--- config.mk ---
export PLATFORM = sky130hd
export DESIGN_NAME = aes_key_schedule_ctrl
export DESIGN_NICKNAME = d
export VERILOG_FILES = /design/src/rtl/aes_key_schedule_ctrl.sv
export SDC_FILE = /design/constraint.sdc
export NUM_CORES = 2
export LEC_CHECK = 0
export CAP_MARGIN = 20
export CORE_MARGIN = 1
export CORE_UTILIZATION = 55
export CTS_BUF_LIST = sky130_fd_sc_hd__clkbuf_16
export CTS_CLUSTER_SIZE = 20
export DETAILED_ROUTE_END_ITERATION = 6
export HOLD_SLACK_MARGIN = 0.08
export MAX_ROUTING_LAYER = met4
export PLACE_DENSITY = 0.85
export SLEW_MARGIN = 20
export SYNTH_ARGS = -nofsm -noshare
export SYNTH_HDL_FRONTEND = slang
export SYNTH_SLANG_ARGS = --single-unit
--- constraint.sdc ---
create_clock -name clk -period 90.2 [get_ports clk]
set_clock_uncertainty 0.2 [all_clocks]
set_input_delay 13.53 -clock clk [delete_from_list [all_inputs] [get_ports clk]]
set_output_delay 13.53 -clock clk [all_outputs]
set_load 0.1 [all_outputs]
--- src/rtl/aes_key_schedule_ctrl.sv ---
// Key schedule sequencer around a single, reused AES key expansion stage.
// Each round takes two cycles: ISSUE drives the stage, CAPTURE stores its
// registered result. Round keys 0..ROUNDS are kept in an internal bank and
// read back through a registered read port.
//
// Ports:
//   clk, reset          clock, asynchronous active-high reset
//   start, key_in       request to expand key_in (honoured in IDLE/DONE only)
//   busy, keys_valid    expansion in progress / complete schedule in bank
//   xp_enable, xp_key,  drive to the expansion stage (enable, previous key,
//   xp_keynum           round number)
//   xp_key_out          registered next round key from the stage
//   rd_en, rd_idx       read request and round-key index
//   rd_valid, rd_key,   one-cycle read response, key and illegal-read flag
//   rd_err
module aes_key_schedule_ctrl #(
  parameter int unsigned ROUNDS = 10
) (
  input  logic                  clk,
  input  logic                  reset,
  input  logic                  start,
  input  logic [7:0][3:0][3:0]  key_in,
  output logic                  busy,
  output logic                  keys_valid,
  output logic                  xp_enable,
  output logic [7:0][3:0][3:0]  xp_key,
  output logic [3:0]            xp_keynum,
  input  logic [7:0][3:0][3:0]  xp_key_out,
  input  logic                  rd_en,
  input  logic [3:0]            rd_idx,
  output logic                  rd_valid,
  output logic [7:0][3:0][3:0]  rd_key,
  output logic                  rd_err
);

  localparam int unsigned IDX_W = 4;
  localparam logic [IDX_W-1:0] LAST = IDX_W'(ROUNDS);

  typedef logic [7:0][3:0][3:0] key_t;
  typedef enum logic [1:0] {IDLE, ISSUE, CAPTURE, DONE} state_t;

  state_t           state;
  logic [IDX_W-1:0] round;
  key_t             bank [0:ROUNDS];

  // Sequencer: state, stage drive, bank writes. xp_key doubles as the
  // current-key register; it only changes when entering ISSUE so it holds
  // its last value elsewhere.
  always_ff @(posedge clk or posedge reset) begin
    if (reset) begin
      state      <= IDLE;
      busy       <= 1'b0;
      keys_valid <= 1'b0;
      xp_enable  <= 1'b0;
      xp_key     <= '0;
      xp_keynum  <= '0;
      round      <= '0;
      for (int unsigned i = 0; i <= ROUNDS; i++) begin
        bank[i] <= '0;
      end
    end else begin
      case (state)
        IDLE, DONE: begin
          if (start) begin
            bank[0]    <= key_in;
            xp_key     <= key_in;
            xp_keynum  <= IDX_W'(1);
            xp_enable  <= 1'b1;
            round      <= IDX_W'(1);
            busy       <= 1'b1;
            keys_valid <= 1'b0;
            state      <= ISSUE;
          end else begin
            // keys_valid follows DONE by one cycle
            keys_valid <= (state == DONE);
          end
        end
        ISSUE: begin
          xp_enable <= 1'b0;
          state     <= CAPTURE;
        end
        CAPTURE: begin
          bank[round] <= xp_key_out;
          if (round == LAST) begin
            busy  <= 1'b0;
            state <= DONE;
          end else begin
            round     <= round + IDX_W'(1);
            xp_key    <= xp_key_out;
            xp_keynum <= round + IDX_W'(1);
            xp_enable <= 1'b1;
            state     <= ISSUE;
          end
        end
        default: state <= IDLE;
      endcase
    end
  end

  // Registered read port; a read racing a CAPTURE sees the old entry, but
  // keys_valid is low then so the response is an error regardless.
  always_ff @(posedge clk or posedge reset) begin
    if (reset) begin
      rd_valid <= 1'b0;
      rd_err   <= 1'b0;
      rd_key   <= '0;
    end else begin
      rd_valid <= rd_en;
      if (rd_en) begin
        if ((rd_idx > LAST) || !keys_valid) begin
          rd_err <= 1'b1;
          rd_key <= '0;
        end else begin
          rd_err <= 1'b0;
          rd_key <= bank[rd_idx];
        end
      end else begin
        rd_err <= 1'b0;
      end
    end
  end

endmodule

==> results by group <==
Finish
  • Share of layout cells above drive strength 1: 0.295
  • Final Net Count: 6070
  • Synth-to-Final Area Change: 14.9%
  • Fill count: ~9300

STA
  • Max Slew Vio Count: 0
  • Slew @ Worst Pin: between 1 and 1.5 ns
  • Min Tclk post-route: 17.27 ns
  • RSZ-0062 raised after global routing: no
  • Setup Total Neg Slack: 0 ns
  • Final period util: 0.191
  • Finish-stage setup viols: 0
  • Max Freq: between 50 and 60 MHz
  • Max_slew headroom: 0.0891
  • Setup slack after layout: 72.93 ns
  • Hold Vio Cnt, Final: 0

GRT
  • First-pass GRT wire length: roughly 310000 µm
  • Initial antenna violation count: 10
  • Vias in the first global route: roughly 52000
  • Global Route Usage Sum: 0.308
  • Congestion Overflow GR: 0
  • Largest net degree at the start of global routing: approximately 220

Synth
  • Synthesis warning total: 0
  • Syn Area/Cell: 13.3 µm²
  • Top cell type's share of synthesized area: 0.563
  • Asr flop ratio synth: 1.00
  • Most common cell in the netlist: dfrtp_1
  • Top post-synthesis cells by area: dfrtp_1 56%, mux2_2 17%, mux4_2 7.7%
  • Most frequent cells after synthesis: 1675 x dfrtp_1, 1153 x mux2_2, 523 x nand2_1
  • Post-Syn Nets: between 5000 and 6000
  • Dominant synthesized flop cell: dfrtp_1
  • Post-synth EDFFs: 0
  • Sequential area share after synthesis: 0.563
  • Synth area leader: dfrtp_1
  • FF+latch count, synth: 1675
  • Cells after Synth: ~5600
  • Synth unique cells: 40
  • Mapped cell area: 74400 µm²

Clock tree
  • Clock Tree Root: clkbuf_16
  • H-Tree Depth: 4
  • Clock Tree Buf Depth: 3
  • Worst-skew pair later-pin latency: 0.82 ns
  • Post-CTS Repair Setup Buffers: 0
  • Clock-pin slew on the worst setup and hold paths: around 0.060 ns
  • CTS resizes: 0
  • Cts bufs inserted: between 150 and 200
  • Clock tree sinks: 1675
  • Cts hold-fix bufs: 0
  • CTS tree: done

Power
  • Total power draw: 0.00277 W
  • Maximum vdd drop: 0.0342 mV
  • Cell Pwr Density: 32.4 nW/µm²
  • LEAKAGE: around 37 nW

Placed design
  • GPL Wtd Cong: around 0.81
  • Setup slack at placement: around 72 ns
  • Post-DP HPWL: ~120000 µm
  • Port bufs: 528

Worst setup path
  • Reg2Reg Setup Slack: ~85 ns
  • Worst r2r path cells: 8
  • Delay-heaviest family, CP: buffers and inverters
  • Kind of critical path: input pin to async pin
  • Reg2reg start: state[0]$_DFFE_PP0P_
  • Worst Path Max Fanout: approximately 180
  • WP data arrival: 17.84 ns
  • Startpoint type of the worst setup path: input pin
  • Worst path most repeated cell: buf_4
  • Worst Path Buf+Inv: 6
  • Max incr delay on CP: 0.90 ns
  • Crit-path cells: clkdlybuf4s50_1, inv_8, buf_4, buf_4, buf_12, buf_4
  • Setup crit end kind: async pin
  • Crit path required time: between 90 and 100 ns
  • Worst r2r dst: bank[986]$_DFFE_PP0P_
  • CP max stage cell: buf_4

Hold path
  • Worst Hold Depth: 2
  • Hold Crit Start: bank[120]$_DFFE_PP0P_
  • Hold path endpoint: bank[120]$_DFFE_PP0P_
  • Hold Path Class: register to register

Drt
  • Final wirelength: approximately 200000 µm
  • ANT nets after route: 0
  • Routed len/inst: between 20 and 30 µm
  • Vias: ~50000
  • DR DRC count: 46
  • DR pass1 iterations: 7
  • Vias per cell: 6.34
  • Iter 0 DRT Violations: between 4000 and 5000

Run
  • Max Cap Viol: 0

Floorplan
  • Num rows: around 130
  • Initial core utilization: 0.556
  • Core Region: 134000 µm²
  • IO Count: approximately 530
  • Die height: about 370 µm
  • Die footprint: between 100000 and 150000 µm²
  • Die W: around 370 µm

Run status
  • Failing checks: design-rule violations
  • Status: complete, but fails checks
[flip-flops by register name, indices dropped and copies added, names as in the netlist]
name and flops:
xp_key 128, rd_key 128, bank 1408, state 2
xp_enable 1, rd_err 1, keys_valid 1, round 4
rd_valid 1, busy 1
[layout by cell type, fill, tap and decap left out, types with 4 or more instances in the layout]
master | netlist | final
buf_2 | 207 | 4
clkdlybuf4s50_1 | 0 | 507
nor2_1 | 264 | 263
nand2_1 | 523 | 519
clkinv_1 | 0 | 36
buf_12 | 0 | 11
mux2_2 | 1153 | 1153
clkinv_2 | 0 | 33
clkinv_8 | 0 | 5
buf_6 | 19 | 5
a21oi_1 | 333 | 333
ha_1 | 8 | 7
mux2i_1 | 160 | 160
o21ai_0 | 128 | 128
nand2_4 | 0 | 4
a221o_1 | 127 | 127
inv_1 | 10 | 38
buf_4 | 15 | 69
dfrtp_1 | 1675 | 1675
inv_6 | 0 | 7
mux4_2 | 254 | 254
nor2b_1 | 103 | 102
nand3_1 | 4 | 4
a211oi_1 | 127 | 127
a2bb2oi_1 | 127 | 127
o21ai_1 | 6 | 6
bufinv_16 | 0 | 13
clkbuf_16 | 0 | 168
diode_2 | 0 | 12
[metrics by stage]
stage	area [µm²]	std cells	util	hold WS, ns
6_report	85400	7709	0.639	0.280
5_1_grt	85400	7707	0.639	0.299
4_1_cts	85400	7695	0.638	0.279
3_5_place_dp	80100	7395	0.599	0.264
3_3_place_gp	80100	7395	0.599	0.259
2_1_floorplan	74400	5579	-	0.245
[layer usage]
metal / vias up / GRT usage / share of wire
met4: 0 / 0.129 / 0.036
met3: 423 / 0.0549 / 0.078
li1: 20600 / - / -
met1: 25700 / 0.401 / 0.40
met2: 2151 / 0.480 / 0.49
met5: - / - / 0
[area by class of cell]
cell class	instances	area, µm²	area share
well taps	1768	2210	0.0259
clock buffers	168	4200	0.0492
clock inverters	132	1070	0.0125
repair buffers	600	5960	0.0698
multi-input cells	3344	30000	0.351
diodes	12	30.0	0.000351
flip-flops and latches	1675	41900	0.491
inverters	10	50.0	0.000586
[report_power, final]
part           total, W  internal, W  switching [W]
clock network  0.000676     0.000377       0.000299
registers       0.00113     0.000997       0.000136
logic          0.000963     0.000363       0.000600
total           0.00277      0.00174        0.00104
[worst max-delay path by stage]
| stage | from | to | slack [ns] | depth (start not counted) |
|---|---|---|---|---|
| after floorplan | reset | bank[0]$_DFFE_PP0P_ | 29.20 | 1 |
| after global placement | reset | bank[216]$_DFFE_PP0P_ | 72.10 | 6 |
| after detailed placement | reset | bank[1368]$_DFFE_PP0P_ | 72.03 | 6 |
| after CTS | reset | bank[728]$_DFFE_PP0P_ | 72.89 | 6 |
| after global routing | reset | bank[733]$_DFFE_PP0P_ | 72.37 | 6 |
| final | reset | bank[733]$_DFFE_PP0P_ | 72.93 | 6 |
[cell families after synthesis]
kind of cell               synth area share
xor gates and xnor gates           0.000236
DFF                                   0.563
buffers and inverters                0.0344
and+or+nand+nor                      0.0501
muxes                                 0.273
adders and majority gates           0.00135
AOI/OAI and AO/OA                    0.0774
[worst register-to-register path: stages, from the launching register on]
cell,delay (ns)
dfrtp_1,0.44
inv_1,0.12
ha_4,0.53
inv_1,0.18
nor3_1,0.28
and2_4,0.84
buf_4,0.92
buf_4,0.80
mux2_2,0.50
Note: power is estimated with default switching activity, not from simulation.
